**config.mk**
```make
export PLATFORM = sky130hd
export DESIGN_NAME = counter_burst_sequencer
export DESIGN_NICKNAME = d
export VERILOG_FILES = /design/src/rtl/counter_burst_sequencer_pkg.sv /design/src/rtl/counter_burst_sequencer_seg_timer.sv /design/src/rtl/counter_burst_sequencer.sv
export SDC_FILE = /design/constraint.sdc
export NUM_CORES = 1
export LEC_CHECK = 0
export CAP_MARGIN = 20
export CORE_ASPECT_RATIO = 0.6
export CORE_MARGIN = 1
export CORE_UTILIZATION = 49
export DETAILED_ROUTE_END_ITERATION = 6
export GPL_TIMING_DRIVEN = 1
export PLACE_DENSITY = 0.82
export SYNTH_ARGS = -nofsm -noshare
export SYNTH_HDL_FRONTEND = slang
export SYNTH_SLANG_ARGS = --single-unit
```
**constraint.sdc**
```tcl
create_clock -name clk -period 2.8 [get_ports clk]
set_input_delay 0.56 -clock clk [delete_from_list [all_inputs] [get_ports clk]]
set_output_delay 0.56 -clock clk [all_outputs]
set_load 0.1 [all_outputs]
```
**src/rtl/counter_burst_sequencer_pkg.sv**
```systemverilog
// Shared types and default widths for the counter burst sequencer.
package counter_seq_pkg;

    localparam int LEN_W_DEF   = 16;
    localparam int BURST_W_DEF = 8;

    typedef enum logic [2:0] {
        IDLE  = 3'd0,
        CLEAR = 3'd1,
        RUN   = 3'd2,
        PAUSE = 3'd3,
        DONE  = 3'd4
    } seq_state_t;

endpackage

```
**src/rtl/counter_burst_sequencer_seg_timer.sv**
```systemverilog
// Segment down-counter: loads a length, counts to 1, flags expiry in the last cycle.
module seg_timer #(
    parameter int LEN_W = 16
) (
    input  logic             clk,
    input  logic             reset,
    input  logic             load,
    input  logic [LEN_W-1:0] len,
    output logic             expire
);

    logic [LEN_W-1:0] cnt;

    // Stops at 0 so an idle timer never wraps into a false expiry.
    always_ff @(posedge clk or posedge reset) begin
        if (reset)
            cnt <= '0;
        else if (load)
            cnt <= len;
        else if (cnt != '0)
            cnt <= cnt - LEN_W'(1);
    end

    assign expire = (cnt == LEN_W'(1));

endmodule

```
**src/rtl/counter_burst_sequencer.sv**
```systemverilog
// Drives clear/enable of an enable counter as NUM_BURSTS run/pause bursts.
// Optional endless looping via macro SEQ_LOOP_EN (adds the `loop` input).
module counter_burst_sequencer
    import counter_seq_pkg::*;
#(
    parameter int LEN_W   = LEN_W_DEF,
    parameter int BURST_W = BURST_W_DEF
) (
    input  logic               clk,
    input  logic               reset,
    input  logic               start,
    input  logic               abort,
`ifdef SEQ_LOOP_EN
    input  logic               loop,
`endif
    input  logic [LEN_W-1:0]   run_len,
    input  logic [LEN_W-1:0]   pause_len,
    input  logic [BURST_W-1:0] num_bursts,
    output logic               cnt_enable,
    output logic               cnt_reset,
    output logic               busy,
    output logic               done,
    output logic               aborted,
    output logic [BURST_W-1:0] burst_idx
);

    seq_state_t         state_q, state_d;
    logic [LEN_W-1:0]   run_len_q, pause_len_q;
    logic [BURST_W-1:0] num_bursts_q, idx_q;
    logic               aborted_q;

    logic               loop_en;
    logic               take_cfg, adv_burst, last_burst;
    logic               tmr_load, tmr_expire;
    logic [LEN_W-1:0]   tmr_len;

`ifdef SEQ_LOOP_EN
    assign loop_en = loop;
`else
    assign loop_en = 1'b0;
`endif

    assign last_burst = (idx_q == num_bursts_q - BURST_W'(1));

    seg_timer #(.LEN_W(LEN_W)) u_timer (
        .clk    (clk),
        .reset  (reset),
        .load   (tmr_load),
        .len    (tmr_len),
        .expire (tmr_expire)
    );

    always_comb begin
        state_d   = state_q;
        take_cfg  = 1'b0;
        adv_burst = 1'b0;
        tmr_load  = 1'b0;
        tmr_len   = run_len_q;
        case (state_q)
            IDLE: begin
                if (start && !abort) begin
                    state_d  = CLEAR;
                    take_cfg = 1'b1;
                end
            end
            CLEAR: begin
                if (num_bursts_q != '0 && run_len_q != '0) begin
                    state_d  = RUN;
                    tmr_load = 1'b1;
                end else begin
                    state_d  = DONE;
                end
            end
            RUN: begin
                if (tmr_expire) begin
                    if (last_burst && !loop_en) begin
                        state_d = DONE;
                    end else if (pause_len_q == '0) begin
                        // Back-to-back bursts keep enable high without a gap.
                        state_d   = RUN;
                        tmr_load  = 1'b1;
                        adv_burst = 1'b1;
                    end else begin
                        state_d  = PAUSE;
                        tmr_load = 1'b1;
                        tmr_len  = pause_len_q;
                    end
                end
            end
            PAUSE: begin
                if (tmr_expire) begin
                    state_d   = RUN;
                    tmr_load  = 1'b1;
                    adv_burst = 1'b1;
                end
            end
            DONE:    state_d = IDLE;
            default: state_d = IDLE;
        endcase
        if (state_q != IDLE && abort) begin
            state_d   = IDLE;
            tmr_load  = 1'b0;
            adv_burst = 1'b0;
        end
    end

    always_ff @(posedge clk or posedge reset) begin
        if (reset) begin
            state_q      <= IDLE;
            aborted_q    <= 1'b0;
            run_len_q    <= '0;
            pause_len_q  <= '0;
            num_bursts_q <= '0;
            idx_q        <= '0;
        end else begin
            state_q   <= state_d;
            aborted_q <= (state_q != IDLE) && abort;
            if (take_cfg) begin
                run_len_q    <= run_len;
                pause_len_q  <= pause_len;
                num_bursts_q <= num_bursts;
                idx_q        <= '0;
            end else if (adv_burst) begin
                // Advancing past the last burst only happens when looping.
                idx_q <= last_burst ? '0 : idx_q + BURST_W'(1);
            end
        end
    end

    assign cnt_reset  = (state_q == CLEAR);
    assign cnt_enable = (state_q == RUN);
    assign busy       = (state_q != IDLE);
    assign done       = (state_q == DONE);
    assign aborted    = aborted_q;
    assign burst_idx  = idx_q;

endmodule

```
==> run_results.csv, run 1 <==
group,metric,value,unit
timing,rsz0062_at_grt,"no",
critical_path,arrival,2.89,ns
timing,worst_pin_slew,0.550,ns
logic_synthesis,yosys_warnings,0,
timing,fin_crit,2.65,ns
clocking,cts.sinks,68,
clocking,clk_pin_slew,0.06,ns
layout,final_cell_count_no_fill,506,
job,cap_violations,0,
timing,fmaxAchievable,378,MHz
power,powerDensity,1010,nW/um^2
drt,via_per_inst,5.59,
logic_synthesis,synth_largest_area_cell,"dfrtp_1",
floorplan,rows,24,
critical_path,worstSetupPathType,"flop to flop",
grt,grt_antenna_before_repair,0,
timing,report.final.hold_viol_count,0,
power,combPwrFrac,37.2,%
logic_synthesis,synth.area.top_cells,"dfrtp_1 46%, mux2_2 12%, mux2i_1 9.2%, xor2_1 3.1%, nand2_1 3.0%",
floorplan,initial_core_util,50.9,%
placed_design,globalplace.congestion,0.778,
drt,first_pass_iters,4,
grt,grt_pass1_vias,2814,
layout,antenna_cells,0,
timing,finalSetupViolations,0,
placed_design,port_buffers,56,
outcome,status,"finished, final reports clean",
logic_synthesis,yosysSeqAreaShare,46.0,%
floorplan,die_x,114,um
timing,relSlewSlack,63.0,%
power,p_switching,1.87,mW
timing,skew,0.00736,ns
critical_path,cp-start-kind,"flop",
critical_path,cp.required,3.04,ns
placed_design,place_area,4410,um^2
logic_synthesis,synth_top_flop_cell,"dfrtp_1",
drt,drt-initial-drc-count,190,
layout,nets,446,
layout,area_delta_synth_final,27.5,%
power,p_seq_share,40.2,%
grt,overflow,0,
placed_design,hpwl,6.26,mm
power,p_leak,2.17,nW
logic_synthesis,avgSynthCellArea,11.1,um^2
timing,finalCritPeriodShare,94.5,%
timing,setup_slack,0.155,ns
power,max-vdd-ir-drop,0.421,mV
clocking,insertion_delay,0.34,ns
logic_synthesis,netlist_instances,334,
grt,grt_max_degree,69,
power,finalPower,4.78,mW
drt,wl,8.74,mm
drt,ant_nets,0,
logic_synthesis,synth_top_area_share,46.0,%
logic_synthesis,netlist_top_cells_count,"68 x dfrtp_1, 38 x mux2_2, 34 x mux2i_1, 30 x nand2_1, 19 x nor2_1",
power,internal-power,2.91,mW
logic_synthesis,synth.lib_cells_used.distinct,48,
critical_path,max_stage_delay,0.57,ns
clocking,cts_tree,"yes",
critical_path,critical_path.max_fanout,17,
drt,drc,0,
placed_design,dp.cells,489,
grt,grt_pass1_wl,14.6,mm
drt,avgRoutedWirePerCell,17.3,um
drt,num_vias,2827,
clocking,htreeDepth,3,
critical_path,cpMaxStageDelayCell,"or4_4",
clocking,cts_max_path_buffers,2,
power,p_sw_share,39.0,%
layout,drive_above_1_share,24.9,%
logic_synthesis,syn_nets,383,
grt,track_usage,24.2,%
clocking,clockRootBuffer,"clkbuf_16",
layout,final_area,4710,um^2
logic_synthesis,synth-seq-cells,68,
critical_path,crit_chain,"inv_1 > ha_1 > xor2_1 > a21oi_1 > a41oi_1 > or4_4 > or2_4 > o21ai_2 > buf_12 > mux2i_1",
timing,tns,0,ns
floorplan,die_y,69.3,um
worst_hold_path,hp-class,"flop to flop",
floorplan,dieArea,7910,um^2
floorplan,core_region_area,7270,um^2
timing,drv_slew,0,
clocking,cts_buffers,9,
logic_synthesis,yosysMostFrequentCell,"dfrtp_1",
logic_synthesis,synth_edf_count,0,
logic_synthesis,syn_area,3700,um^2
floorplan,num_io_pins,57,
placed_design,place_ws,0.140,ns
logic_synthesis,async_flop_share,100,%
critical_path,worstSetupEndpointType,"flop",
power,clkPwrFrac,22.6,%
-- metrics by stage --
step | utilization, % | hold WS (ns)
3_3_place_gp | 60.7 | 0.519
6_report | 64.8 | 0.541
2_1_floorplan | - | 0.503
4_1_cts | 64.7 | 0.541
5_1_grt | 64.8 | 0.565
3_5_place_dp | 60.7 | 0.527
-- placed cells by master (no fill, tap or decap), types with 5 or more instances in the layout --
master           count
clkdlybuf4s50_1     43
dfrtp_1             66
nand2b_1             5
inv_1                6
mux2i_1             34
mux2_2              38
ha_1                 5
o21ai_0              6
nand2_1             30
nor2b_1              6
buf_4               16
nor4_1              13
nor3_1               9
clkbuf_16            9
xnor2_1             11
a21oi_1              7
xor2_1              13
nor2_1              18
-- layout make-up --
| cell class | count | area [um^2] |
|---|---|---|
| clock buffers | 10 | 239 |
| clock inverters | 6 | 47.5 |
| fillers | 580 | 2560 |
| inverters | 7 | 26.3 |
| multi-input cells | 248 | 1930 |
| flip-flops and latches | 68 | 1700 |
| well taps | 104 | 130 |
| repair buffers | 63 | 631 |
-- routing by layer --
layer | GRT usage [%] | up-vias | share of wire (%)
met1 | 34.2 | 1413 | 48
met4 | 7.36 | 0 | 0.92
met2 | 35.6 | 89 | 45
met3 | 7.69 | 8 | 6.6
met5 | 0 | - | 0
li1 | - | 1317 | -
-- critical path: cells and delay by family (launching register included) --
kind	cells	cell delay (ns)
buf+inv	2	0.29
xor+xnor	1	0.16
fa+ha+maj	1	0.22
mux	1	0.24
compound gates	3	0.39
simple gates	2	0.85
flops	1	0.40
-- sequential cells by signal, summed over array words and instances (netlist names) --
| signal | cells |
|---|---|
| pause_len_q | 16 |
| run_len_q | 16 |
| u_timer.cnt | 16 |
| burst_idx | 8 |
| num_bursts_q | 8 |
| state_q | 3 |
| aborted | 1 |
-- power by group through the flow --
stage	registers (mW)	clock network [mW]	logic [mW]
6_report	1.92	1.08	1.78
5_1_grt	1.98	1.14	1.94
4_1_cts	1.91	1.09	1.77
3_5_place_dp	1.91	0	1.74
3_3_place_gp	1.88	0	1.66
2_1_floorplan	1.78	0	1.36
-- cell families after synthesis --
| family | count (synthesis) | share of synthesized area, % |
|---|---|---|
| fa+ha+maj | 5 | 1.69 |
| compound gates | 34 | 6.33 |
| simple gates | 113 | 17.0 |
| buf+inv | 18 | 2.44 |
| xor+xnor | 24 | 5.69 |
| flops | 68 | 46.0 |
| mux | 72 | 20.8 |
-- final timing paths --
check	from	end	slack, ns	cells past startpoint
min	run_len_q[3]$_DFFE_PP0P_	run_len_q[3]$_DFFE_PP0P_	0.54	1
max in group asynchronous	reset	burst_idx[4]$_DFFE_PP0P_	1.82	3
min reg2reg	run_len_q[3]$_DFFE_PP0P_	run_len_q[3]$_DFFE_PP0P_	0.54	1
min in group asynchronous	reset	num_bursts_q[5]$_DFFE_PP0P_	0.67	3
max	num_bursts_q[0]$_DFFE_PP0P_	u_timer.cnt[1]$_DFFE_PP0P_	0.15	10
max reg2reg	num_bursts_q[0]$_DFFE_PP0P_	u_timer.cnt[1]$_DFFE_PP0P_	0.15	10
-- what timing repair did --
item	4_1_cts	5_1_grt
resized for setup	0	1
hold buffers	0	0
endpoints found under the hold margin	0	0
setup buffers	0	1
setup endpoints to repair	0	9
(Power assumes the default switching activity.)
==> run 2: changes to the inputs <==
Settings changed: CTS_CLUSTER_DIAMETER from default to 100, PLACE_DENSITY 0.82 to 0.81, SYNTH_HIERARCHICAL from default to 1.
==> run 2 against run 1 <==
Against the previous run:
- worst setup slack gained 0.015 ns
- synthesized cell count is 2.1% higher
- area after synthesis increased by 3.3%
- sequential power is 13% lower
- non-clock buffer count grew 8
- via count is 4.1% higher
- flip-flop and latch count did not move
==> run_results.csv, run 2 <==
group,metric,value,unit
outcome,status,"finished, final reports clean",
power,p_seq_share,42.8,%
floorplan,core_region_area,7390,um^2
logic_synthesis,synth_xor_area_share,3.90,%
timing,skew,0.00565,ns
logic_synthesis,async_flop_share,100,%
logic_synthesis,synth_edf_count,0,
drt,wl,9.14,mm
clocking,cts_setup_buffers,0,
power,p_leak,2.03,nW
critical_path,cp-startpoint,"u_timer/cnt[11]$_DFFE_PP0P_",
power,combPwrFrac,29.7,%
logic_synthesis,synth_fa_ha_area_share,1.64,%
power,max-vdd-ir-drop,0.338,mV
critical_path,critical_path.max_fanout,7,
layout,utilization,65.6,%
layout,area_delta_synth_final,26.9,%
clocking,cts.sinks,68,
logic_synthesis,muxShareOfSynthArea,19.2,%
timing,finalSetupViolations,0,
clocking,cts_tree,"yes",
worst_hold_path,hp-class,"flop to flop",
timing,tns,0,ns
layout,nets,458,
clocking,cts_buffers,9,
clocking,clk_pin_slew,0.06,ns
drt,drc,0,
timing,fmaxAchievable,380,MHz
power,internal-power,2.52,mW
grt,overflow,0,
placed_design,place_ws,0.177,ns
floorplan,die_x,116,um
logic_synthesis,synth_top_flop_cell,"dfrtp_1",
logic_synthesis,synth_largest_area_cell,"dfrtp_1",
layout,mostFrequentLayoutCell,"dfrtp_1",
critical_path,worstSetupPathType,"flop to flop",
timing,relSlewSlack,55.9,%
timing,worst_pin_slew,0.661,ns
logic_synthesis,synth.lib_cells_used.distinct,59,
layout,antenna_cells,0,
grt,grt_pass1_vias,2855,
critical_path,worstSetupEndpointType,"flop",
critical_path,r2r_setup_slack,0.17,ns
layout,nFillCells,576,
logic_synthesis,syn_nets,390,
drt,ant_nets,0,
grt,track_usage,24.8,%
drt,first_pass_iters,4,
logic_synthesis,synth_top_family_by_area,"multiplexers",
power,clkPwrFrac,27.6,%
logic_synthesis,netlist_top_cells_count,"68 x dfrtp_1, 49 x mux2_2, 20 x nor2_1, 18 x nand2_1, 12 x inv_1",
timing,rsz0062_at_grt,"no",
placed_design,port_buffers,56,
critical_path,endpoint,"burst_idx[5]$_DFFE_PP0P_",
power,p_switching,1.39,mW
critical_path,arrival,2.85,ns
clocking,cts_hold_buf,0,
logic_synthesis,netlist_instances,341,
grt,grt_pass1_wl,15.0,mm
layout,layout_common_cells,"63 x dfrtp_1, 49 x mux2_2, 43 x clkdlybuf4s50_1",
logic_synthesis,avgSynthCellArea,11.2,um^2
floorplan,rows,24,
layout,reg_top3,"pause_len_q (16), run_len_q (16), u_timer/cnt (16)",
timing,drv_slew,0,
critical_path,r2r_cells,8,
timing,holdWs,0.536,ns
logic_synthesis,synth_compound_area_share,9.57,%
clocking,insertion_delay,0.34,ns
power,finalPower,3.91,mW
timing,report.final.hold_viol_count,0,
placed_design,globalplace.congestion,0.947,
timing,fin_crit,2.63,ns
critical_path,cp-start-kind,"flop",
power,powerDensity,806,nW/um^2
critical_path,cp.required,3.02,ns
clocking,clockRootBuffer,"clkbuf_16",
logic_synthesis,synth-seq-cells,68,
power,p_sw_share,35.5,%
floorplan,num_io_pins,57,
layout,drive_above_1_share,31.4,%
drt,num_vias,2943,
logic_synthesis,yosys_warnings,6,
timing,finalCritPeriodShare,94.0,%
clocking,htreeDepth,3,
floorplan,die_y,70.4,um
critical_path,r2r_end,"burst_idx[5]$_DFFE_PP0P_",
timing,setup_slack,0.169,ns
drt,avgRoutedWirePerCell,17.6,um
logic_synthesis,synth.area.top_cells,"dfrtp_1 45%, mux2_2 14%, mux2_4 3.9%, xnor2_1 2.3%, nor4_4 2.2%",
drt,drt-initial-drc-count,149,
logic_synthesis,yosysMostFrequentCell,"dfrtp_1",
logic_synthesis,yosysSeqAreaShare,44.6,%
grt,grt_max_degree,53,
drt,via_per_inst,5.68,
placed_design,hpwl,6.66,mm
logic_synthesis,yosys.area_share.simple,17.9,%
clocking,cts_resized,0,
logic_synthesis,syn_area,3820,um^2
job,cap_violations,0,
grt,grt_antenna_before_repair,0,
floorplan,initial_core_util,51.7,%
logic_synthesis,synth_top_area_share,44.6,%
critical_path,r2r-start,"u_timer/cnt[11]$_DFFE_PP0P_",
clocking,cts_max_path_buffers,2,
floorplan,dieArea,8160,um^2
==> run 2: kinds of logic after synthesis <==
logic type	Yosys count
DFF	68
AOI/OAI and AO/OA	53
and+or+nand+nor	110
adders and majority gates	5
xor gates and xnor gates	17
buffers and inverters	26
muxes	62
==> run 2: worst max-delay path, cell delays in order, from the launching register on <==
cell and delay, ns:
dfrtp_1 0.46, nor4_4 0.33, nand4_1 0.15, nor4b_2 0.32, nand2_1 0.14, a211o_1 0.33, o21ai_0 0.26, nor2_2 0.13
a221o_2 0.39
==> run 2: metal layers <==
metal / vias to the layer above / share of wire (%) / GRT usage, %
met2: 96 / 42 / 33.3
met4: 2 / 1.6 / 8.40
met5: - / 0.45 / 4.00
met3: 18 / 5.9 / 6.86
li1: 1394 / - / -
met1: 1433 / 51 / 37.4
==> run 2: area by class of cell <==
type	instances	area (um^2)	area share [%]
Tap cell	104	130	2.69
Clock buffer	10	239	4.93
Timing Repair Buffer	71	653	13.5
Clock inverter	6	47.5	0.981
Inverter	12	45.0	0.930
Multi-Input combinational cell	247	2020	41.8
Sequential cell	68	1710	35.2
==> run 2: worst min path at each step <==
stage | depth (start not counted) | end | slack [ns] | from
5_1_grt | 1 | pause_len_q[7]$_DFFE_PP0P_ | 0.55 | pause_len_q[7]$_DFFE_PP0P_
3_3_place_gp | 1 | pause_len_q[12]$_DFFE_PP0P_ | 0.52 | pause_len_q[12]$_DFFE_PP0P_
6_report | 1 | pause_len_q[2]$_DFFE_PP0P_ | 0.54 | pause_len_q[2]$_DFFE_PP0P_
4_1_cts | 1 | pause_len_q[2]$_DFFE_PP0P_ | 0.54 | pause_len_q[2]$_DFFE_PP0P_
3_5_place_dp | 1 | pause_len_q[2]$_DFFE_PP0P_ | 0.52 | pause_len_q[2]$_DFFE_PP0P_
2_1_floorplan | 1 | u_timer/cnt[0]$_DFFE_PP0P_ | 0.47 | reset
==> run 2: metrics by stage <==
step	std cells	area (um^2)
global route	518	4850
detailed placement	502	4560
CTS	518	4850
global placement	502	4560
finish	518	4850
floorplan	341	3850
==> run 2: power by group through the flow <==
| stage | Clock (mW) | Combinational, mW | Sequential [mW] |
|---|---|---|---|
| floorplan | 0 | 0.868 | 1.56 |
| global placement | 0 | 1.11 | 1.66 |
| detailed placement | 0 | 1.15 | 1.67 |
| CTS | 1.09 | 1.16 | 1.66 |
| global route | 1.13 | 1.27 | 1.71 |
| finish | 1.08 | 1.16 | 1.67 |
==> run 3: changes to the inputs <==
Settings changed: CORE_MARGIN 1 to default.
==> results of run 3 <==
No change in the layout: final DEF, timing and power equal those of run 2.
